===== config.mk =====
export PLATFORM = sky130hd
export DESIGN_NAME = kgp_multicycle_ctrl
export DESIGN_NICKNAME = d
export VERILOG_FILES = /design/src/rtl/kgp_ctrl_pkg.sv /design/src/rtl/kgp_retire_counter.sv /design/src/rtl/kgp_multicycle_ctrl.sv
export SDC_FILE = /design/constraint.sdc
export NUM_CORES = 1
export LEC_CHECK = 0
export CORE_ASPECT_RATIO = 0.75
export CORE_MARGIN = 2
export CORE_UTILIZATION = 40
export CTS_CLUSTER_DIAMETER = 120
export CTS_CLUSTER_SIZE = 20
export DETAILED_ROUTE_END_ITERATION = 10
export GPL_TIMING_DRIVEN = 0
export PLACE_DENSITY = 0.72
export SYNTH_ARGS = -nofsm -noshare
export SYNTH_HDL_FRONTEND = slang
export SYNTH_SLANG_ARGS = --single-unit

===== constraint.sdc =====
create_clock -name clk -period 2.1 [get_ports clk]
set_clock_uncertainty 0.05 [all_clocks]
set_input_delay 0.42 -clock clk [delete_from_list [all_inputs] [get_ports clk]]
set_output_delay 0.42 -clock clk [all_outputs]
set_load 0.05 [all_outputs]

===== src/rtl/kgp_ctrl_pkg.sv =====
// Shared types and encodings for the KGP-RISC multi-cycle controller.
package kgp_ctrl_pkg;

   typedef enum logic [2:0] {
      FETCH  = 3'd0,
      DECODE = 3'd1,
      EXEC   = 3'd2,
      MEM    = 3'd3,
      WB     = 3'd4,
      HALT   = 3'd5
   } state_t;

   localparam logic [3:0] OPC_RTYPE  = 4'b0000;
   localparam logic [3:0] OPC_IMM    = 4'b0001;
   localparam logic [3:0] OPC_LOAD   = 4'b0010;
   localparam logic [3:0] OPC_STORE  = 4'b0011;
   localparam logic [3:0] OPC_BRANCH = 4'b0100;
   localparam logic [3:0] OPC_JR     = 4'b0101;
   localparam logic [3:0] OPC_BRCOND = 4'b0110;

   localparam logic [1:0] WB_ALU  = 2'b00;
   localparam logic [1:0] WB_MEM  = 2'b01;
   localparam logic [1:0] WB_LINK = 2'b10;

   localparam logic PC_REL = 1'b0;
   localparam logic PC_REG = 1'b1;

endpackage


===== src/rtl/kgp_retire_counter.sv =====
// Retired-instruction counter; wraps modulo 2^COUNT_W.
module kgp_retire_counter #(
   parameter int COUNT_W = 32
) (
   input  logic               clk,
   input  logic               rst_n,
   input  logic               inc,
   output logic [COUNT_W-1:0] count
);

   always_ff @(posedge clk or negedge rst_n) begin
      if (!rst_n)
         count <= '0;
      else if (inc)
         count <= count + COUNT_W'(1);
   end

endmodule


===== src/rtl/kgp_multicycle_ctrl.sv =====
// Multi-cycle control FSM for the KGP-RISC core: fetch, decode, execute,
// memory and writeback for one instruction at a time.
module kgp_multicycle_ctrl
   import kgp_ctrl_pkg::*;
#(
   parameter int         COUNT_W   = 32,
   parameter logic [3:0] HALT_OPC  = 4'b1111,
   parameter logic [3:0] LINK_FUNC = 4'b0001
) (
   input  logic               clk,
   input  logic               rst_n,
   input  logic [3:0]         opcode,
   input  logic [3:0]         funcode,
   input  logic               br_taken,
   input  logic               imem_ready,
   input  logic               dmem_ready,
   output logic               imem_req,
   output logic               dmem_req,
   output logic               dmem_we,
   output logic               ir_load,
   output logic               pc_inc,
   output logic               pc_load,
   output logic               pc_src,
   output logic               alu_src,
   output logic               flag_we,
   output logic               reg_write,
   output logic [1:0]         wb_sel,
   output logic               halted,
   output logic [COUNT_W-1:0] retired
);

   state_t state, nstate;
   logic   retire_inc;

   always_ff @(posedge clk or negedge rst_n) begin
      if (!rst_n)
         state <= FETCH;
      else
         state <= nstate;
   end

   always_comb begin
      nstate = state;
      case (state)
         FETCH:  if (imem_ready) nstate = DECODE;
         DECODE: nstate = EXEC;
         EXEC: begin
            if (opcode == HALT_OPC)
               nstate = HALT;
            else begin
               case (opcode)
                  OPC_RTYPE, OPC_IMM:  nstate = WB;
                  OPC_LOAD, OPC_STORE: nstate = MEM;
                  OPC_BRANCH:          nstate = (funcode == LINK_FUNC) ? WB : FETCH;
                  default:             nstate = FETCH;
               endcase
            end
         end
         MEM:    if (dmem_ready) nstate = (opcode == OPC_STORE) ? FETCH : WB;
         WB:     nstate = FETCH;
         HALT:   nstate = HALT;
         default: nstate = FETCH;
      endcase
   end

   // An instruction retires when control returns to FETCH or the core halts.
   assign retire_inc = ((nstate == FETCH) && (state == EXEC || state == MEM || state == WB)) ||
                       ((nstate == HALT) && (state != HALT));

   // Outputs are forced low while rst_n is held so an in-flight request drops at once.
   always_comb begin
      imem_req  = 1'b0;
      dmem_req  = 1'b0;
      dmem_we   = 1'b0;
      ir_load   = 1'b0;
      pc_inc    = 1'b0;
      pc_load   = 1'b0;
      pc_src    = PC_REL;
      alu_src   = 1'b0;
      flag_we   = 1'b0;
      reg_write = 1'b0;
      wb_sel    = WB_ALU;
      halted    = 1'b0;
      if (rst_n) begin
         case (state)
            FETCH: begin
               imem_req = 1'b1;
               ir_load  = imem_ready;
               pc_inc   = imem_ready;
            end
            EXEC: begin
               if (opcode != HALT_OPC) begin
                  case (opcode)
                     OPC_RTYPE:           flag_we = 1'b1;
                     OPC_IMM: begin
                        alu_src = 1'b1;
                        flag_we = 1'b1;
                     end
                     OPC_LOAD, OPC_STORE: alu_src = 1'b1;
                     OPC_BRANCH, OPC_BRCOND: begin
                        pc_src  = PC_REL;
                        pc_load = br_taken;
                     end
                     OPC_JR: begin
                        pc_src  = PC_REG;
                        pc_load = 1'b1;
                     end
                     default: ;
                  endcase
               end
            end
            MEM: begin
               dmem_req = 1'b1;
               dmem_we  = (opcode == OPC_STORE);
            end
            WB: begin
               reg_write = 1'b1;
               if (opcode == OPC_LOAD)
                  wb_sel = WB_MEM;
               else if (opcode == OPC_BRANCH)
                  wb_sel = WB_LINK;
               else
                  wb_sel = WB_ALU;
            end
            HALT:    halted = 1'b1;
            default: ;
         endcase
      end
   end

   kgp_retire_counter #(.COUNT_W(COUNT_W)) u_retire (
      .clk   (clk),
      .rst_n (rst_n),
      .inc   (retire_inc),
      .count (retired)
   );

endmodule


==> impl_metrics.tcl <==
set metrics [dict create \
    worstSetupStartpointType "register" \
    worst_slack_ns -0.06928 \
    first_global_vias 1787 \
    h-tree-depth 2 \
    fin_area_um2 3259 \
    clk_pin_slew_ns 0.07 \
    via_per_inst 5.446 \
    ys_seq_area_frac 0.4337 \
    detail-route-antenna-nets 0 \
    path_max_fanout 6 \
    yosys_warnings 0 \
    hold_path.class "in -> async" \
    start_util 0.4145 \
    core_area_um2 4872 \
    clk_latency_ns 0.29 \
    setup_violations 15 \
    final_common_cell "clkdlybuf4s50_1" \
    dieArea_um2 5639 \
    cts_tree "built" \
    hpwl_um 3726 \
    dp_slack_ns -1.279 \
    fin_nets 289 \
    firstDrtPassIters 4 \
    finalCritPeriodShare 1.033 \
    fill_cells 377 \
    avgSynthCellArea_um2 10.41 \
    synth_nets 208 \
    cts-root-buf "clkbuf_8" \
    antenna_cells 0 \
    final_cell_mix "28 x clkdlybuf4s50_1, 27 x xnor2_1, 19 x dfrtp_1" \
    total_power_uw 2745 \
    outcome "finished with violations" \
    drc 0 \
    syn2layout_area_growth_pct 61.40 \
    final_hold_viol_count 0 \
    routed_wl_um 5894 \
    grt_overflow 0 \
    wl_per_cell_um 17.54 \
    total_leakage_power_uw 0.001407 \
    hold_slack_ns 0.04114 \
    drive_gt1_frac 0.4275 \
    grt_pass1_wl_um 9128 \
    port_buffers 57 \
    track_usage 0.2108 \
    antenna_found_initial 0 \
    rows 22 \
    ys_seq_elements 35 \
    syn_inst 194 \
    ys_types 45 \
    maxCapViolations 0 \
    max_freq_mhz 461.0 \
    crit_type "reg -> out" \
    cp-end-kind "primary output" \
    arrival_ns 1.70 \
    die_x_um 86.05 \
    max_slew.worst_pin.slew_ns 0.5099 \
    cts_buffers 5 \
    peakVddDrop_mv 0.8218 \
    rsz0062_at_grt "yes" \
    place_congestion 0.8284 \
    power_density_nw_per_um2 842.3 \
    post-route-min-period_ns 2.169 \
    violations "setup timing" \
    dpl-instance-area_um2 2729 \
    vias 1830 \
    cp.required_ns 1.63 \
    ios 58 \
    die_y_um 65.54 \
    finalMaxSlewViolations 0 \
    timing.max_slew.rel_slack 0.6595 \
    setup_tns_ns -0.4862 \
    grt_max_degree 36 \
    drt_iter0_markers 90 \
    cts.sinks 35 \
    clockBufferDepth 2 \
    netlist_area_um2 2019 \
    r2r_cells 8 \
]
cells in the mapped netlist (all sizes together):
library cell | number | area [um2]
and4b | 1 | 10.01
or2 | 1 | 6.260
nor2 | 9 | 33.78
nor3 | 4 | 20.02
or3b | 1 | 8.760
dfrtp | 35 | 875.8
mux2i | 1 | 10.01
xor2 | 4 | 35.03
nor3b | 2 | 15.01
buf | 5 | 38.78
a211oi | 2 | 32.53
nand3 | 5 | 25.02
o2bb2ai | 1 | 8.760
nand4 | 2 | 12.51
and4 | 5 | 43.79
nor4 | 4 | 25.02
o211ai | 10 | 105.1
a311o | 1 | 10.01
o2111ai | 10 | 87.58
ha | 1 | 12.51
xnor2 | 27 | 236.5
nor2b | 5 | 31.28
nand2 | 12 | 45.04
or3 | 1 | 11.26
a311oi | 1 | 8.760
inv | 5 | 18.77
and4bb | 1 | 12.51
a211o | 2 | 17.52
and3 | 6 | 37.54
a21boi | 1 | 7.510
clkbuf | 3 | 11.26
or4 | 1 | 7.510
a21oi | 3 | 18.77
and2 | 6 | 37.54
mux2 | 1 | 11.26
o22ai | 2 | 12.51
a221oi | 1 | 8.760
nand2b | 5 | 31.28
o31ai | 1 | 7.510
o21ai | 6 | 30.03
cells by family after synthesis:
group,after synthesis,share of synthesized area
flip-flops,35,0.4337
multiplexers,2,0.01053
adder cells (fa/ha/maj),1,0.006195
buffers and inverters,13,0.03407
XOR/XNOR,31,0.1344
AND/OR/NAND/NOR,71,0.2051
AO/OA/AOI/OAI,41,0.1760
timing repair:
action,CTS,global route
resized for setup,127,48
buffers inserted,10,5
setup endpoints to repair,45,43
hold endpoints to repair,35,0
pin swaps,14,24
hold buffers,1,0
cloned,1,1
layout make-up:
class                   instances  area (um2)  share of cell area
multi-input cells             146        1390              0.4265
flip-flops and latches         35       895.9              0.2749
inverters                       5       18.77            0.005758
plain buffers                   7       82.58             0.02534
clock buffers                   8       80.08             0.02457
repair buffers                 75       716.9              0.2200
well taps                      60       75.07             0.02303
through the flow:
stage / instances / utilization
after floorplan: 194 / -
after global placement: 311 / 0.5611
after detailed placement: 311 / 0.5601
after CTS: 330 / 0.6279
after global routing: 336 / 0.6690
final: 336 / 0.6690
final timing paths:
kind | from | to | slack [ns]
worst min-delay path | rst_n | u_retire.count[25] | 0.04
worst max register to register | state[0] | u_retire.count[9] | -0.05
min in group clk | u_retire.count[31] | u_retire.count[31] | 0.42
worst min register to register | u_retire.count[31] | u_retire.count[31] | 0.42
worst max-delay path | state[2] | pc_src | -0.07
max in group asynchronous | rst_n | u_retire.count[20] | 1.76
per-layer routing:
metal	vias up	track usage	wire, um
met5	-	0	0
met4	0	0.05952	57
met3	5	0.04899	250
met2	39	0.3130	2761
met1	906	0.3063	2825
li1	880	-	-
power by group:
group	switching (uW)	internal [uW]	total [uW]
logic	831	551	1380
clock network	247	236	483
registers	114	765	880
registers in the layout, indices dropped and copies added, names as in the netlist:
name and count:
state 3, u_retire.count 32
critical path: stages (launching register included):
cell     delay [ns]
dfrtp_1        0.40
buf_8          0.14
nor2b_4        0.16
nand2_4        0.09
or2_4          0.26
nor3b_4        0.18
buf_6          0.18
(Power assumes the default switching activity.)
